`config.mk`:
```
export PLATFORM = sky130hd
export DESIGN_NAME = pid_ctrl_pipe
export DESIGN_NICKNAME = d
export VERILOG_FILES = /design/src/rtl/pid_pkg.sv /design/src/rtl/pid_sat.sv /design/src/rtl/pid_ctrl_pipe.sv
export SDC_FILE = /design/constraint.sdc
export NUM_CORES = 1
export LEC_CHECK = 0
export BUFFER_PORTS_ARGS = -buffer_cell sky130_fd_sc_hd__buf_4
export CAP_MARGIN = 20
export CORE_UTILIZATION = 30
export CTS_BUF_LIST = sky130_fd_sc_hd__clkbuf_8
export DETAILED_ROUTE_END_ITERATION = 8
export PLACE_DENSITY_LB_ADDON = 0.3
export SLEW_MARGIN = 20
export SYNTH_ARGS = -nofsm -noshare
export SYNTH_HDL_FRONTEND = slang
export SYNTH_HIERARCHICAL = 1
export SYNTH_SLANG_ARGS = --single-unit
```
`constraint.sdc`:
```
create_clock -name clk -period 7.4 [get_ports clk]
set_input_delay 1.48 -clock clk [delete_from_list [all_inputs] [get_ports clk]]
set_output_delay 1.48 -clock clk [all_outputs]
set_load 0.005 [all_outputs]
```
`src/rtl/pid_pkg.sv`:
```
// Shared definitions for the pipelined PID controller.
//   pid_state_e : controller sequencing states (IDLE, MUL, SUM, OUT)
//   ew_w/pw_w/sw_w : widths of error, product and internal-sum datapaths
//   sat_hi_lim/sat_lo_lim : clamp limits for an unsigned or symmetric signed output
package pid_pkg;

    typedef enum logic [1:0] {IDLE, MUL, SUM, OUT} pid_state_e;

    localparam int PID_DW   = 8;
    localparam int PID_GW   = 8;
    localparam int PID_FRAC = 4;
    localparam int PID_IW   = 16;

    function automatic int max_int(input int a, input int b);
        return (a > b) ? a : b;
    endfunction

    // Error is the signed difference of two unsigned samples: one extra bit.
    function automatic int ew_w(input int dw);
        return dw + 1;
    endfunction

    // Signed error times zero-extended unsigned gain.
    function automatic int pw_w(input int dw, input int gw);
        return ew_w(dw) + gw + 1;
    endfunction

    // Room for p + integ + d (d carries a one-bit-wider error difference).
    function automatic int sw_w(input int dw, input int gw, input int iw);
        return max_int(pw_w(dw, gw), iw) + 2;
    endfunction

    // Clamp limits: sym=0 -> [0, 2^ow-1], sym=1 -> +/-(2^(ow-1)-1).
    function automatic longint sat_hi_lim(input int ow, input bit sym);
        return sym ? ((64'sd1 <<< (ow - 1)) - 64'sd1) : ((64'sd1 <<< ow) - 64'sd1);
    endfunction

    function automatic longint sat_lo_lim(input int ow, input bit sym);
        return sym ? (64'sd1 - (64'sd1 <<< (ow - 1))) : 64'sd0;
    endfunction

endpackage

```
`src/rtl/pid_sat.sv`:
```
// Saturating narrower for a signed internal value (SW <= 64 bits).
//   din    in  SW  signed value to clamp
//   dout   out OW  clamped value (unsigned when SYM=0, two's complement when SYM=1)
//   sat_hi out 1   din was above the upper limit
//   sat_lo out 1   din was below the lower limit
module pid_sat
    import pid_pkg::*;
#(
    parameter int SW  = 20,
    parameter int OW  = 8,
    parameter bit SYM = 1'b0
) (
    input  logic signed [SW-1:0] din,
    output logic        [OW-1:0] dout,
    output logic                 sat_hi,
    output logic                 sat_lo
);

    localparam longint HI = sat_hi_lim(OW, SYM);
    localparam longint LO = sat_lo_lim(OW, SYM);

    longint din_ext;

    assign din_ext = longint'(din);
    assign sat_hi  = (din_ext > HI);
    assign sat_lo  = (din_ext < LO);
    assign dout    = sat_hi ? HI[OW-1:0] : (sat_lo ? LO[OW-1:0] : din[OW-1:0]);

endmodule

```
`src/rtl/pid_ctrl_pipe.sv`:
```
// Multi-cycle PID controller, one sample in flight.
//   clk, rst_n           clock, asynchronous active-low reset
//   clear                sync: zero integrator/history, abort in-flight sample
//   in_valid/in_ready    sample handshake (setpoint, feedback, kp, ki, kd)
//   out_valid/out_ready  result handshake (control, sat_hi, sat_lo)
// Flow: IDLE (latch error, gains) -> MUL (products) -> SUM (integrate, clamp) -> OUT.
module pid_ctrl_pipe
    import pid_pkg::*;
#(
    parameter int DW   = PID_DW,
    parameter int GW   = PID_GW,
    parameter int FRAC = PID_FRAC,
    parameter int IW   = PID_IW
) (
    input  logic          clk,
    input  logic          rst_n,
    input  logic          clear,
    input  logic          in_valid,
    output logic          in_ready,
    input  logic [DW-1:0] setpoint,
    input  logic [DW-1:0] feedback,
    input  logic [GW-1:0] kp,
    input  logic [GW-1:0] ki,
    input  logic [GW-1:0] kd,
    output logic          out_valid,
    input  logic          out_ready,
    output logic [DW-1:0] control,
    output logic          sat_hi,
    output logic          sat_lo
);

    localparam int EW = ew_w(DW);
    localparam int SW = sw_w(DW, GW, IW);

    pid_state_e state_q, state_d;

    logic signed [EW-1:0] e_q, prev_q;
    logic        [GW-1:0] kp_q, ki_q, kd_q;
    logic signed [SW-1:0] p_q, i_q, d_q;
    logic signed [IW-1:0] integ_q;
    logic                 first_q;

    // ---------------- sequencing ----------------
    // NOTE: state and datapath registers use non-blocking assignments with the
    // asynchronous reset in the sensitivity list; combinational blocks use blocking.
    always_ff @(posedge clk or negedge rst_n) begin
        if (!rst_n) state_q <= IDLE;
        else        state_q <= state_d;
    end

    // NOTE: every output of this block is assigned a default first so no latch is inferred.
    always_comb begin
        state_d = state_q;
        if (clear) begin
            state_d = IDLE;
        end else begin
            case (state_q)
                IDLE:    if (in_valid) state_d = MUL;
                MUL:     state_d = SUM;
                SUM:     state_d = OUT;
                OUT:     if (out_ready) state_d = IDLE;
                default: state_d = IDLE;
            endcase
        end
    end

    assign in_ready = (state_q == IDLE) && !clear;

    // ---------------- arithmetic ----------------
    logic signed [SW-1:0] e_x, diff_x, kp_x, ki_x, kd_x;

    assign e_x    = SW'(e_q);
    assign diff_x = SW'(e_q) - SW'(prev_q);
    assign kp_x   = $signed(SW'(kp_q));
    assign ki_x   = $signed(SW'(ki_q));
    assign kd_x   = $signed(SW'(kd_q));

    // Anti-windup: freeze the integrator while pushing further into the last saturation.
    logic e_pos, e_neg, hold;
    assign e_neg = e_q[EW-1];
    assign e_pos = !e_q[EW-1] && (e_q != '0);
    assign hold  = (sat_hi && e_pos) || (sat_lo && e_neg);

    logic signed [SW-1:0] integ_sum, sum, u;
    logic        [IW-1:0] integ_clamped;
    logic signed [IW-1:0] integ_next;
    logic                 unused_isat_hi, unused_isat_lo;

    assign integ_sum = SW'(integ_q) + i_q;

    pid_sat #(.SW(SW), .OW(IW), .SYM(1'b1)) u_integ_sat (
        .din    (integ_sum),
        .dout   (integ_clamped),
        .sat_hi (unused_isat_hi),
        .sat_lo (unused_isat_lo)
    );

    assign integ_next = hold ? integ_q : $signed(integ_clamped);
    assign sum        = p_q + SW'(integ_next) + d_q;
    assign u          = sum >>> FRAC;

    logic [DW-1:0] control_n;
    logic          sat_hi_n, sat_lo_n;

    pid_sat #(.SW(SW), .OW(DW), .SYM(1'b0)) u_out_sat (
        .din    (u),
        .dout   (control_n),
        .sat_hi (sat_hi_n),
        .sat_lo (sat_lo_n)
    );

    // ---------------- datapath registers ----------------
    always_ff @(posedge clk or negedge rst_n) begin
        if (!rst_n) begin
            e_q       <= '0;
            prev_q    <= '0;
            kp_q      <= '0;
            ki_q      <= '0;
            kd_q      <= '0;
            p_q       <= '0;
            i_q       <= '0;
            d_q       <= '0;
            integ_q   <= '0;
            first_q   <= 1'b1;
            control   <= '0;
            sat_hi    <= 1'b0;
            sat_lo    <= 1'b0;
            out_valid <= 1'b0;
        end else if (clear) begin
            integ_q   <= '0;
            prev_q    <= '0;
            first_q   <= 1'b1;
            sat_hi    <= 1'b0;
            sat_lo    <= 1'b0;
            out_valid <= 1'b0;
        end else begin
            case (state_q)
                IDLE: if (in_valid) begin
                    e_q  <= $signed({1'b0, setpoint}) - $signed({1'b0, feedback});
                    kp_q <= kp;
                    ki_q <= ki;
                    kd_q <= kd;
                end
                MUL: begin
                    p_q <= kp_x * e_x;
                    i_q <= ki_x * e_x;
                    d_q <= first_q ? '0 : kd_x * diff_x;
                end
                SUM: begin
                    integ_q   <= integ_next;
                    control   <= control_n;
                    sat_hi    <= sat_hi_n;
                    sat_lo    <= sat_lo_n;
                    prev_q    <= e_q;
                    first_q   <= 1'b0;
                    out_valid <= 1'b1;
                end
                OUT: if (out_ready) out_valid <= 1'b0;
                default: ;
            endcase
        end
    end

endmodule

```
==> metrics.md <==
| Metric | Value |
|---|---|
| Drc violations | 0 |
| Cell Area, Synth | 16200 um^2 |
| Area growth from synthesis to layout | 10.4% |
| Row cnt | 84 |
| Routed WL per cell | 14.8 um |
| CTS tree | yes |
| Crit path max fanout | 11 |
| Startpoint Class | flop |
| H-Tree Depth | 4 |
| Worst-path clk slew | 0.09 ns |
| Crit path largest cell delay | 0.50 ns |
| Core area | 53000 um^2 |
| Vias in the first global route | 12235 |
| Max_slew headroom | 36.4% |
| Met3 GRT Util | 1.73% |
| Final #Nets | 2205 |
| Clk Latency, worst-skew pair | 0.49 ns |
| Worst-Margin Slew | 0.951 ns |
| Vias | 11692 |
| Yosys warning total | 6 |
| Fmax | 143 MHz |
| Worst hold start | i_q[12] |
| Mapped Avg Cell Area | 9.22 um^2 |
| Initial Util | 30.6% |
| Setup TNS | 0 ns |
| DR vias/cell | 4.70 |
| Worst R2R Setup Slack | 0.40 ns |
| Syn_nets | 2181 |
| Period utilization | 94.6% |
| Largest net degree at the start of global routing | 83 |
| Unrepaired setup endpoints after global routing | no |
| Port Buffer Count | 56 |
| Crit-path slowest cell | o41ai_1 |
| Fin. Hold Viols | 0 |
| Max Cap Viol | 0 |
| Period minus WS final | 7.00 ns |
| Hold depth | 2 |
| DIE AREA | 55000 um^2 |
| CTS Hold Buffers Added | 0 |
| CTS buffer count | 17 |
| Max-slew violations | 0 |
| Hpwl dp | 29800 um |
| Die Width | 235 um |
| Clock buffer depth | 2 |
| Total Wirelength | 36800 um |
| Worst reg2reg path endpoint | control[1] |
| Final setup viols | 0 |
| Die height | 235 um |
| Initial antenna violation count | 1 |
| Reg-to-Reg Start | integ_q[5] |
| Arr. time, crit path | 7.38 ns |
| Antenna Violating Nets Remaining | 0 |
| Min-Delay Path Class | flop to flop |
| IO Pins | 57 |
| Mapped Cells | 1760 |
| Global-route wire length before repair | 62600 um |
| Remaining Overflow, GRT | 0 |
| WP data required | 7.78 ns |
| CTS sink cnt | 127 |
| Clock Skew | 0.0188 ns |
| Critical Path Source | integ_q[5] |
| Crit end category | flop |
| Worst Hold End | i_q[12] |
| Grt met2 use | 22.5% |
| Initial DRC Count | 504 |
| Root buffer cell | clkbuf_8 |
| M1 GR Usage | 19.3% |
| Drt first pass iters | 5 |
| Status | completed |
| Busiest grt layer | met2 |
| Share of cells above drive strength 1 | 10.9% |
| Length in cells of the worst reg-to-reg path | 29 |
| GRT Util Overall | 13.9% |
| GPL Wtd Cong | 0.873 |
| Kind of critical path | flop to flop |
==> layout by cell type, fill, tap and decap left out, types with 62 or more instances in the layout <==
master	count
dfrtp_1	126
xnor2_1	62
ha_1	211
and2_1	77
nor2_1	75
nand2_1	194
fa_1	165
inv_1	268
mux2_2	67
buf_4	73
==> state kept, by name, summed over array words and instances, names as in the netlist <==
name       cells
control        8
d_q           19
e_q            9
first_q        1
i_q           18
integ_q       16
kd_q           8
ki_q           8
kp_q           8
out_valid      1
p_q           18
prev_q         9
sat_hi         1
sat_lo         1
state_q        2
==> worst max-delay path: cells and delay by family, from the launching register on <==
kind | cells | cell delay, ns
AO/OA/AOI/OAI | 15 | 2.89
XOR/XNOR | 1 | 0.17
flip-flops | 1 | 0.40
multiplexers | 2 | 0.57
AND/OR/NAND/NOR | 5 | 1.13
buffers and inverters | 3 | 0.56
adder cells (fa/ha/maj) | 3 | 1.18
==> layer usage <==
metal	vias up	routed length, um
li1	5780	-
met1	5738	18600
met2	146	16700
met3	28	866
met4	0	635
met5	-	0
==> worst max path at each step <==
stage | cells past startpoint | slack, ns | end
after floorplan | 29 | 0.72 | control[0]
after global placement | 27 | 0.23 | control[0]
after detailed placement | 27 | 0.14 | control[0]
after CTS | 25 | 0.09 | control[0]
after global routing | 30 | 0.05 | control[1]
final | 29 | 0.40 | control[1]
==> area by class of cell <==
| type | instances | area (um^2) |
|---|---|---|
| Antenna cell | 1 | 2.50 |
| Clock buffer | 18 | 248 |
| Clock inverter | 14 | 239 |
| Fill cell | 5502 | 35000 |
| Inverter | 269 | 1010 |
| Multi-Input combinational cell | 1293 | 11800 |
| Sequential cell | 127 | 3180 |
| Tap cell | 688 | 861 |
| Timing Repair Buffer | 76 | 582 |
==> metrics by stage <==
stage / setup WS (ns) / hold slack [ns] / cell area [um^2] / std cells / utilization [%]
2_1_floorplan: 0.718 / 0.447 / 16200 / 1760 / -
3_3_place_gp: 0.229 / 0.479 / 17400 / 2449 / 32.8
3_5_place_dp: 0.137 / 0.485 / 17400 / 2449 / 32.8
4_1_cts: 0.0910 / 0.506 / 17900 / 2481 / 33.7
5_1_grt: 0.0502 / 0.544 / 17900 / 2486 / 33.8
6_report: 0.401 / 0.500 / 17900 / 2486 / 33.8
==> what timing repair did <==
action                     CTS  global route
setup buffers                0             3
hold endpoints to repair     0             0
setup endpoints to repair    0             9
resized for setup            0             7
Power is not shown: default switching activity piles up to over one toggle a cycle in this logic, so the estimate is an artifact.
